==> src/rtl/lsq_mem_arbiter_if.sv <==
// Bundle between the LS unit / store queue / memory bus and the arbiter.
// The master modport is the arbiter side; slave is the environment side.
interface lsq_mem_arbiter_if #(
  parameter int XLEN        = 32,
  parameter int LSQ_IDX_LEN = 4
);
  logic                   ld_req_valid;
  logic [XLEN-1:0]        ld_req_addr;
  logic [2:0]             ld_req_funct3;
  logic [LSQ_IDX_LEN-1:0] ld_req_tag;
  logic                   ld_req_ready;

  logic                   st_req_valid;
  logic [XLEN-1:0]        st_req_addr;
  logic [XLEN-1:0]        st_req_data;
  logic [1:0]             st_req_size;
  logic                   st_req_ready;
  logic                   st_done;

  logic                   ld_resp_valid;
  logic [LSQ_IDX_LEN-1:0] ld_resp_tag;
  logic [XLEN-1:0]        ld_resp_value;

  logic [1:0]             proc2mem_command;
  logic [XLEN-1:0]        proc2mem_addr;
  logic [63:0]            proc2mem_data;
  logic [1:0]             proc2mem_size;
  logic [3:0]             mem2proc_response;
  logic [63:0]            mem2proc_data;
  logic [3:0]             mem2proc_tag;

  logic                   busy;

  modport master (
    input  ld_req_valid, ld_req_addr, ld_req_funct3, ld_req_tag,
    input  st_req_valid, st_req_addr, st_req_data, st_req_size,
    input  mem2proc_response, mem2proc_data, mem2proc_tag,
    output ld_req_ready, st_req_ready, st_done,
    output ld_resp_valid, ld_resp_tag, ld_resp_value,
    output proc2mem_command, proc2mem_addr, proc2mem_data, proc2mem_size,
    output busy
  );

  modport slave (
    output ld_req_valid, ld_req_addr, ld_req_funct3, ld_req_tag,
    output st_req_valid, st_req_addr, st_req_data, st_req_size,
    output mem2proc_response, mem2proc_data, mem2proc_tag,
    input  ld_req_ready, st_req_ready, st_done,
    input  ld_resp_valid, ld_resp_tag, ld_resp_value,
    input  proc2mem_command, proc2mem_addr, proc2mem_data, proc2mem_size,
    input  busy
  );
endinterface

==> src/rtl/lsq_mem_arbiter.sv <==
// Single-port memory sequencer: arbitrates LS-unit loads against retiring
// stores, drives the tagged memory protocol and returns extended load data.
module lsq_mem_arbiter #(
  parameter int XLEN         = 32,
  parameter int LSQ_IDX_LEN  = 4,
  parameter int STARVE_LIMIT = 4
) (
  input  logic               clock,
  input  logic               reset,
  input  logic               squash,
  lsq_mem_arbiter_if.master  bus
);
  localparam int CW = $clog2(STARVE_LIMIT + 1);
  localparam logic [1:0] BUS_NONE = 2'd0, BUS_LOAD = 2'd1, BUS_STORE = 2'd2;

  typedef enum logic [1:0] {IDLE, REQ_LD, REQ_ST, WAIT_DATA} state_e;

  typedef struct packed {
    logic [XLEN-1:0]        addr;
    logic [XLEN-1:0]        data;
    logic [1:0]             size;
    logic                   uns;
    logic [LSQ_IDX_LEN-1:0] tag;
  } req_t;

  state_e                 state_q, state_d;
  logic [CW-1:0]          cnt_q, cnt_d;
  req_t                   req_q, req_d;
  logic [3:0]             mtag_q, mtag_d;
  logic                   discard_q, discard_d;
  logic                   st_done_q, st_done_d;
  logic                   resp_valid_q, resp_valid_d;
  logic [LSQ_IDX_LEN-1:0] resp_tag_q, resp_tag_d;
  logic [XLEN-1:0]        resp_value_q, resp_value_d;

  logic starve, ld_ready, st_ready, ld_go, st_go, rsp_ok, tag_hit;
  logic [1:0]      cmd, size_o;
  logic [XLEN-1:0] addr_o;
  logic [63:0]     data_o;
  logic [31:0]     word, sh;
  logic [XLEN-1:0] ext;

  assign starve  = (cnt_q == CW'(STARVE_LIMIT));
  assign rsp_ok  = |bus.mem2proc_response;
  assign tag_hit = (mtag_q != 4'd0) && (bus.mem2proc_tag == mtag_q);
  assign ld_go   = ld_ready && bus.ld_req_valid;
  assign st_go   = st_ready && bus.st_req_valid;

  always_ff @(posedge clock) begin
    if (!reset) begin
      state_q      <= IDLE;
      cnt_q        <= '0;
      req_q        <= '0;
      mtag_q       <= '0;
      discard_q    <= 1'b0;
      st_done_q    <= 1'b0;
      resp_valid_q <= 1'b0;
      resp_tag_q   <= '0;
      resp_value_q <= '0;
    end else begin
      state_q      <= state_d;
      cnt_q        <= cnt_d;
      req_q        <= req_d;
      mtag_q       <= mtag_d;
      discard_q    <= discard_d;
      st_done_q    <= st_done_d;
      resp_valid_q <= resp_valid_d;
      resp_tag_q   <= resp_tag_d;
      resp_value_q <= resp_value_d;
    end
  end

  always_comb begin
    state_d = state_q;
    unique case (state_q)
      IDLE:      if (ld_go) state_d = REQ_LD; else if (st_go) state_d = REQ_ST;
      REQ_LD:    if (rsp_ok) state_d = WAIT_DATA; else if (squash) state_d = IDLE;
      REQ_ST:    if (rsp_ok) state_d = IDLE;
      WAIT_DATA: if (tag_hit) state_d = IDLE;
      default:   state_d = IDLE;
    endcase
  end

  // Readys are gated by reset so nothing is accepted during the reset cycle.
  always_comb begin
    ld_ready = reset && (state_q == IDLE) && !squash && !(bus.st_req_valid && starve);
    st_ready = reset && (state_q == IDLE) && (!bus.ld_req_valid || squash || starve);
    cmd      = BUS_NONE;
    addr_o   = '0;
    data_o   = '0;
    size_o   = '0;
    if (state_q == REQ_LD) begin
      cmd    = BUS_LOAD;
      addr_o = req_q.addr;
      size_o = req_q.size;
    end else if (state_q == REQ_ST) begin
      cmd    = BUS_STORE;
      addr_o = req_q.addr;
      data_o = 64'(req_q.data);
      size_o = req_q.size;
    end
  end

  always_comb begin
    word = req_q.addr[2] ? bus.mem2proc_data[63:32] : bus.mem2proc_data[31:0];
    sh   = word >> {req_q.addr[1:0], 3'b000};
    case (req_q.size)
      2'd0:    ext = req_q.uns ? {24'b0, sh[7:0]}  : {{24{sh[7]}}, sh[7:0]};
      2'd1:    ext = req_q.uns ? {16'b0, sh[15:0]} : {{16{sh[15]}}, sh[15:0]};
      default: ext = sh;
    endcase
  end

  always_comb begin
    cnt_d = cnt_q;
    if (st_go) cnt_d = '0;
    else if (ld_go && bus.st_req_valid && !starve) cnt_d = cnt_q + CW'(1);

    req_d = req_q;
    if (ld_go) begin
      req_d.addr = bus.ld_req_addr;
      req_d.size = bus.ld_req_funct3[1:0];
      req_d.uns  = bus.ld_req_funct3[2];
      req_d.tag  = bus.ld_req_tag;
    end else if (st_go) begin
      req_d.addr = bus.st_req_addr;
      req_d.data = bus.st_req_data;
      req_d.size = bus.st_req_size;
      req_d.uns  = 1'b0;
    end

    mtag_d    = mtag_q;
    discard_d = discard_q;
    if (state_q == REQ_LD && rsp_ok) begin
      mtag_d = bus.mem2proc_response;
      if (squash) discard_d = 1'b1;
    end
    // A squashed load still owns the bus tag; drop its data when it returns.
    if (state_q == WAIT_DATA) begin
      if (tag_hit) discard_d = 1'b0;
      else if (squash) discard_d = 1'b1;
    end

    st_done_d    = (state_q == REQ_ST) && rsp_ok;
    resp_valid_d = (state_q == WAIT_DATA) && tag_hit && !discard_q && !squash;
    resp_tag_d   = resp_valid_d ? req_q.tag : resp_tag_q;
    resp_value_d = resp_valid_d ? ext : resp_value_q;
  end

  assign bus.ld_req_ready     = ld_ready;
  assign bus.st_req_ready     = st_ready;
  assign bus.st_done          = st_done_q;
  assign bus.ld_resp_valid    = resp_valid_q;
  assign bus.ld_resp_tag      = resp_tag_q;
  assign bus.ld_resp_value    = resp_value_q;
  assign bus.proc2mem_command = cmd;
  assign bus.proc2mem_addr    = addr_o;
  assign bus.proc2mem_data    = data_o;
  assign bus.proc2mem_size    = size_o;
  assign bus.busy             = (state_q != IDLE);
endmodule

==> src/flat_wrapper.sv <==
// flat-port wrapper written by rule: the top's interface ports become plain ports
module lsq_mem_arbiter_flat 
#(
  parameter int XLEN         = 32,
  parameter int LSQ_IDX_LEN  = 4,
  parameter int STARVE_LIMIT = 4
)
  (clock, reset, squash, bus_ld_req_valid, bus_ld_req_addr, bus_ld_req_funct3, bus_ld_req_tag, bus_st_req_valid, bus_st_req_addr, bus_st_req_data, bus_st_req_size, bus_mem2proc_response, bus_mem2proc_data, bus_mem2proc_tag, bus_ld_req_ready, bus_st_req_ready, bus_st_done, bus_ld_resp_valid, bus_ld_resp_tag, bus_ld_resp_value, bus_proc2mem_command, bus_proc2mem_addr, bus_proc2mem_data, bus_proc2mem_size, bus_busy);
  lsq_mem_arbiter_if #(.XLEN(XLEN), .LSQ_IDX_LEN(LSQ_IDX_LEN)) bus_i ();
  input  logic clock;
  input  logic reset;
  input  logic squash;
  input wire logic [$bits(bus_i.ld_req_valid)-1:0] bus_ld_req_valid;
  input wire logic [$bits(bus_i.ld_req_addr)-1:0] bus_ld_req_addr;
  input wire logic [$bits(bus_i.ld_req_funct3)-1:0] bus_ld_req_funct3;
  input wire logic [$bits(bus_i.ld_req_tag)-1:0] bus_ld_req_tag;
  input wire logic [$bits(bus_i.st_req_valid)-1:0] bus_st_req_valid;
  input wire logic [$bits(bus_i.st_req_addr)-1:0] bus_st_req_addr;
  input wire logic [$bits(bus_i.st_req_data)-1:0] bus_st_req_data;
  input wire logic [$bits(bus_i.st_req_size)-1:0] bus_st_req_size;
  input wire logic [$bits(bus_i.mem2proc_response)-1:0] bus_mem2proc_response;
  input wire logic [$bits(bus_i.mem2proc_data)-1:0] bus_mem2proc_data;
  input wire logic [$bits(bus_i.mem2proc_tag)-1:0] bus_mem2proc_tag;
  output wire logic [$bits(bus_i.ld_req_ready)-1:0] bus_ld_req_ready;
  output wire logic [$bits(bus_i.st_req_ready)-1:0] bus_st_req_ready;
  output wire logic [$bits(bus_i.st_done)-1:0] bus_st_done;
  output wire logic [$bits(bus_i.ld_resp_valid)-1:0] bus_ld_resp_valid;
  output wire logic [$bits(bus_i.ld_resp_tag)-1:0] bus_ld_resp_tag;
  output wire logic [$bits(bus_i.ld_resp_value)-1:0] bus_ld_resp_value;
  output wire logic [$bits(bus_i.proc2mem_command)-1:0] bus_proc2mem_command;
  output wire logic [$bits(bus_i.proc2mem_addr)-1:0] bus_proc2mem_addr;
  output wire logic [$bits(bus_i.proc2mem_data)-1:0] bus_proc2mem_data;
  output wire logic [$bits(bus_i.proc2mem_size)-1:0] bus_proc2mem_size;
  output wire logic [$bits(bus_i.busy)-1:0] bus_busy;
  assign bus_i.ld_req_valid = bus_ld_req_valid;
  assign bus_i.ld_req_addr = bus_ld_req_addr;
  assign bus_i.ld_req_funct3 = bus_ld_req_funct3;
  assign bus_i.ld_req_tag = bus_ld_req_tag;
  assign bus_i.st_req_valid = bus_st_req_valid;
  assign bus_i.st_req_addr = bus_st_req_addr;
  assign bus_i.st_req_data = bus_st_req_data;
  assign bus_i.st_req_size = bus_st_req_size;
  assign bus_i.mem2proc_response = bus_mem2proc_response;
  assign bus_i.mem2proc_data = bus_mem2proc_data;
  assign bus_i.mem2proc_tag = bus_mem2proc_tag;
  assign bus_ld_req_ready = bus_i.ld_req_ready;
  assign bus_st_req_ready = bus_i.st_req_ready;
  assign bus_st_done = bus_i.st_done;
  assign bus_ld_resp_valid = bus_i.ld_resp_valid;
  assign bus_ld_resp_tag = bus_i.ld_resp_tag;
  assign bus_ld_resp_value = bus_i.ld_resp_value;
  assign bus_proc2mem_command = bus_i.proc2mem_command;
  assign bus_proc2mem_addr = bus_i.proc2mem_addr;
  assign bus_proc2mem_data = bus_i.proc2mem_data;
  assign bus_proc2mem_size = bus_i.proc2mem_size;
  assign bus_busy = bus_i.busy;
  lsq_mem_arbiter #(.XLEN(XLEN), .LSQ_IDX_LEN(LSQ_IDX_LEN), .STARVE_LIMIT(STARVE_LIMIT)) u_core (.clock(clock), .reset(reset), .squash(squash), .bus(bus_i));
endmodule
==> config.mk <==
export PLATFORM = sky130hd
export DESIGN_NAME = lsq_mem_arbiter_flat
export DESIGN_NICKNAME = d
export VERILOG_FILES = /design/src/rtl/lsq_mem_arbiter_if.sv /design/src/rtl/lsq_mem_arbiter.sv /design/src/flat_wrapper.sv
export SDC_FILE = /design/constraint.sdc
export NUM_CORES = 1
export LEC_CHECK = 0
export BUFFER_PORTS_ARGS = -buffer_cell sky130_fd_sc_hd__buf_4
export CAP_MARGIN = 10
export CORE_MARGIN = 5
export CORE_UTILIZATION = 40
export CTS_CLUSTER_SIZE = 28
export DETAILED_ROUTE_END_ITERATION = 6
export PLACE_DENSITY = 0.78
export SETUP_SLACK_MARGIN = 0.02
export SYNTH_ARGS = -nofsm -noshare
export SYNTH_HDL_FRONTEND = slang
export SYNTH_SLANG_ARGS = --single-unit
==> constraint.sdc <==
create_clock -name clock -period 2.05 [get_ports clock]
set_input_delay 0.3075 -clock clock [delete_from_list [all_inputs] [get_ports clock]]
set_output_delay 0.3075 -clock clock [all_outputs]
set_load 0.005 [all_outputs]
Yosys cells after proc, flatten, opt, wreduce, memory -nomap -nowiden
Index checks and enable logic that the tools add are counted. W data, S select, Z words.

Bits in registers: 119. Bits of input ports: 182. Output and inout port bits: 141. Word-level logic and storage cells: 85.

$add $sub $neg: 1. Eq/ne operators: 10. Shift-type cells: 1. Multiplexer cells: 27. Bitwise operators: 2. Reductions and logical operators: 31.

Operators with widths (count): $mux W32 (7); $mux W67 (1); $mux W64 (1); $pmux W32 S2 (1); $shr A32 B5 Y32 (1); $mux W2 (10); $logic_and A1 B1 Y1 (15); $pmux W2 S4 (1); $logic_not A1 Y1 (5); $mux W1 (5); $eq A2 B1 Y1 const B (2); $eq A2 B2 Y1 const B (2); $eq A4 B4 Y1 (1); $logic_not A2 Y1 (2); $ne A2 B1 Y1 const B (2); $reduce_and A4 Y1 (1); $reduce_bool A2 Y1 (2); $reduce_bool A4 Y1 (1); $reduce_or A4 Y1 (1); $add A3 B1 Y3 const B (1); $eq A3 B3 Y1 const B (1); $mux W3 (1); $ne A3 B1 Y1 const B (1); $ne A3 B2 Y1 const B (1); other kinds (4) (6).

Longest topological paths before layout
Depth after elaboration: 8. Mapped depth: 8. Gate-level depth less buffers: 7.

Worst setup path before layout
No wires, ideal clock.

Path kind: register -> register. From: reg u_core.req_q[41] (netlist name). To: reg u_core.resp_value_q[20] (netlist: u_core.bus.ld_resp_value[20]). Library setup time: 0.124 ns. Arrival time: 1.611 ns. Data required time: 1.926 ns. Setup slack: 0.315 ns. Cell stages (with the launch flop): 8. Path buffers: 2. Clock period less this slack: 1.735 ns. Path through: dfxtp_1 > buf_6 > mux2_2 > o22ai_1 > nor4_4 > a31oi_4 > buf_4 > a31oi_1.

Cells in the longest elaborated chain, start to end: 4. Elaborated cells between the ends (all ways): 5. Those cells by class: 1 x shift; 4 x mux.

RTL lines: start, declared (RTL line lsq_mem_arbiter.sv:28) `req_t req_q, req_d;`; start signal, assigned (RTL line lsq_mem_arbiter.sv:63) `req_q <= req_d;`; $mux W32 * (RTL line lsq_mem_arbiter.sv:105) `word = req_q.addr[2] ? bus.mem2proc_data[63:32] : bus.mem2proc_data[31:0];`; $shr A32 B5 Y32 * (RTL line lsq_mem_arbiter.sv:106) `sh = word >> {req_q.addr[1:0], 3'b000};`; $mux W32, on equally long branches (RTL line lsq_mem_arbiter.sv:109, lsq_mem_arbiter.sv:108); $pmux W32 S2 * (RTL line lsq_mem_arbiter.sv:107) `case (req_q.size)`; end signal, assigned (RTL line lsq_mem_arbiter.sv:69) `resp_value_q <= resp_value_d;`; end, declared (RTL line lsq_mem_arbiter.sv:34) `logic [XLEN-1:0] resp_value_q, resp_value_d;`.

Mark *: on every way between the ends. The rest lies on a longest branch, timed or not. A chain may end at the register's enable or synchronous reset.

Final worst setup path
From: reg u_core.state_q[0]. To: out bus_proc2mem_addr[2].

Cells in the longest elaborated chain, start to end: 3. Elaborated cells between the ends (all ways): 4. Those cells by class: 2 x eq/ne; 2 x mux.

RTL lines: start, declared (RTL line lsq_mem_arbiter.sv:26) `state_e state_q, state_d;`; start signal, assigned (RTL line lsq_mem_arbiter.sv:61) `state_q <= state_d;`; $eq A2 B2 Y1 (RTL line lsq_mem_arbiter.sv:96) `end else if (state_q == REQ_ST) begin`; $mux W32 (RTL line lsq_mem_arbiter.sv:96); $mux W32 * (RTL line lsq_mem_arbiter.sv:92) `if (state_q == REQ_LD) begin`; end, declared (RTL line flat_wrapper.sv:31) `output wire logic [$bits(bus_i.proc2mem_addr)-1:0] bus_proc2mem_addr;`.

Marked as above.

==> results_dict.tcl <==
set metrics [dict create \
    use_met3_pct 5.78 \
    vias 6291 \
    drtPass1Iterations 5 \
    netlist-cell-type-count 45 \
    die-area_sq_um 17900 \
    ys_seq_area_share_pct 39.0 \
    netlist_area_sq_um 6110 \
    ios 323 \
    netlist_instances 749 \
    cp_data_required_time_ns 1.74 \
    cts_made_buffers 17 \
    cap_violations 0 \
    syn_avg_cell_area_sq_um 8.16 \
    avgRoutedWirePerCell_um 16.6 \
    min_period_ns 2.04 \
    num-fill-cells 1327 \
    route.detailed.drc 0 \
    grt_pass1_vias 5847 \
    areaGrowthSynthToFinish_pct 54.5 \
    wirelength_um 20500 \
    grt_first_pass_wirelength_um 29900 \
    num_rows 45 \
    hold_viol_final 0 \
    crit_chain "buf_6 -> nor2b_4 -> or2_4 -> clkbuf_16 -> and2_4 -> buf_6" \
    die_w_um 134 \
    antenna_found_initial 0 \
    cts_tree "built" \
    timing.fmax_ghz 0.490 \
    ys_seq_elements 119 \
    vias_per_cell 5.09 \
    relSlewSlack_pct 61.4 \
    dieHeight_um 134 \
    cts-htree-levels 4 \
    insertion_delay_ns 0.41 \
    hold_ws_ns 0.135 \
    met1_usage_pct 25.9 \
    async_reset_ff_share_pct 0 \
    slowest_stage "dfxtp_2" \
    yosysWarnings 0 \
    total_power_w 0.00667 \
    ant_nets 0 \
    drive_gt1_share_pct 41.6 \
    critical_path_class "flop to output pin" \
    clockBufferDepth 2 \
    drt_iter0_drc 356 \
    cts_sinks 119 \
    port_buffers 290 \
    dpl_cell_area_sq_um 8440 \
    rsz0062_at_grt "yes" \
    dp_hpwl_um 15100 \
    leakagePower_nw 4.10 \
    gp_congestion 0.902 \
    synth_edf_count 0 \
    setup_violations 0 \
    worst_pin_slew_ns 0.577 \
    cts_root_buf "clkbuf_16" \
    use_met2_pct 34.6 \
    ctsHoldBuffers 0 \
    worstHoldPathType "primary input to flop" \
    final-max-slew-violation-count 0 \
    final_area_sq_um 9440 \
    setup_ws_ns 0.00782 \
    grt_max_degree 46 \
    place_ws_ns -0.0345 \
    crit_fanout 8 \
    path_buf_inv 3 \
    fin_crit_sh_pct 99.6 \
    clock-skew-final_ns 0.00654 \
    antennaDiodeCount 0 \
    ys.flop_type "dfxtp_1" \
    critPathMostFrequentCell "buf_6" \
    end_kind "output pin" \
    cp.arrival_ns 1.73 \
    outcome "finished, final reports clean" \
    clk_pin_slew_worst_paths_ns 0.05 \
    r2r_setup_slack_ns 0.12 \
    path_delay_family "simple AND/OR/NAND/NOR gates" \
    ir_worst_vdd_mv 0.528 \
    grt-ovfl-total 0 \
    regArea_sq_um 2380 \
    nets 1221 \
    core_sq_um 15100 \
    grt_use_total_pct 21.0 \
    top_usage_layer "met2" \
    p_per_area_nw_per_um2 706 \
    worst_setup_path_start_kind "flop" \
    critical_path.max_stage_delay_ns 0.32 \
    multi_input_area_sq_um 3400 \
    initial_utilization_pct 40.5 \
]
## cell usage after synthesis (2+ instances only)
cell type	number	area share (%)
inv_1	7	0.43
a211oi_1	15	1.8
nand2_1	131	8.0
mux2i_1	24	3.9
a22oi_1	39	4.8
buf_1	6	0.37
and3_1	2	0.20
mux2_2	24	4.4
nor2b_1	15	1.5
buf_2	16	1.3
o211ai_1	2	0.25
nor3_1	11	0.90
ha_1	2	0.41
and2_1	66	6.8
nand2b_1	2	0.20
xor2_1	3	0.43
o22ai_1	8	0.82
buf_4	38	4.7
a31oi_1	16	1.6
dfxtp_1	119	39
a21oi_1	88	7.2
a22o_1	7	1.0
o21ai_1	2	0.16
clkbuf_1	30	1.8
o21ai_0	26	2.1
buf_6	4	0.74
nor2_1	27	1.7
a311oi_1	2	0.29
## sequential cells by signal, indices dropped and copies added (netlist names), named ones only
| signal | count |
|---|---|
| u_core.req_q | 71 |
| u_core.bus.ld_resp_value | 32 |
| u_core.state_q | 2 |
| u_core.mtag_q | 4 |
| u_core.cnt_q | 3 |
| u_core.bus.ld_resp_valid | 1 |
| u_core.bus.st_done | 1 |
| u_core.bus.ld_resp_tag | 4 |
## logic make-up (layout without fill, tap and decap cells)
kind of cell | Yosys count | count (layout) | share of synthesized area (%)
fa+ha+maj | 2 | 2 | 0.409
compound gates | 210 | 210 | 21.4
buf+inv | 101 | 370 | 9.35
mux | 48 | 48 | 8.35
xor+xnor | 3 | 3 | 0.430
other cells | 1 | 32 | 0.0613
simple gates | 265 | 265 | 21.1
flops | 119 | 119 | 39.0
## per-stage QoR
stage / std cells / TNS (ns) / utilization [%]
after floorplan: 780 / 0 / -
after global placement: 1199 / -0.00238 / 55.9
after detailed placement: 1199 / -0.269 / 55.9
after CTS: 1231 / 0 / 60.3
after global routing: 1237 / -0.151 / 62.6
final: 1237 / 0 / 62.6
## timing repair
action                     in CTS  in global routing
cloned                          0                  5
gates resized for setup         6                 76
pin swaps                       1                 28
setup endpoints to repair      59                 59
setup buffers                   1                  1
## worst reg2reg max path: cells and delay by family (launching register included)
kind	cells	cell delay [ns]
AO/OA/AOI/OAI	3	0.49
multiplexers	1	0.37
buffers and inverters	2	0.36
AND/OR/NAND/NOR	1	0.14
flip-flops	1	0.45
## cells in the final DEF, fill, tap and decap left out, types with 25 or more instances in the layout
cell type,n
a21oi_1,88
a22oi_1,39
and2_1,32
and2_4,34
buf_4,283
buf_6,38
conb_1,32
dfxtp_1,117
nand2_1,131
nor2_1,26
o21ai_0,25
## cell type report
| class | instances | area share [%] |
|---|---|---|
| clock buffers | 23 | 5.17 |
| clock inverters | 8 | 1.27 |
| inverters | 7 | 0.278 |
| multi-input cells | 560 | 36.0 |
| flip-flops and latches | 119 | 25.3 |
| well taps | 188 | 2.49 |
| repair buffers | 332 | 29.5 |
## power breakdown
part	internal [W]	total [W]	switching (W)
registers	0.00240	0.00245	0.0000481
clock network	0.00203	0.00305	0.00102
logic	0.000615	0.00117	0.000557
total	0.00504	0.00667	0.00163
## metal layers
layer  vias up  wire length (um)
li1       3109                 -
met1      2885              8280
met2       261              9930
met3        36              1740
met4         0               544
met5         -                 0
## final timing paths
kind	from	endpoint	depth (start not counted)
setup reg to reg	u_core.req_q[41]$_SDFFE_PN0P_	u_core.bus.ld_resp_value[23]$_SDFFE_PN0P_	7
hold reg to reg	u_core.req_q[10]$_SDFFE_PN0P_	u_core.req_q[10]$_SDFFE_PN0P_	2
hold / removal	bus_ld_req_tag[0]	u_core.req_q[0]$_SDFFE_PN0P_	3
setup / recovery	u_core.state_q[0]$_SDFFE_PN0P_	bus_proc2mem_addr[2]	6
Power figures use the tool's default switching activity.
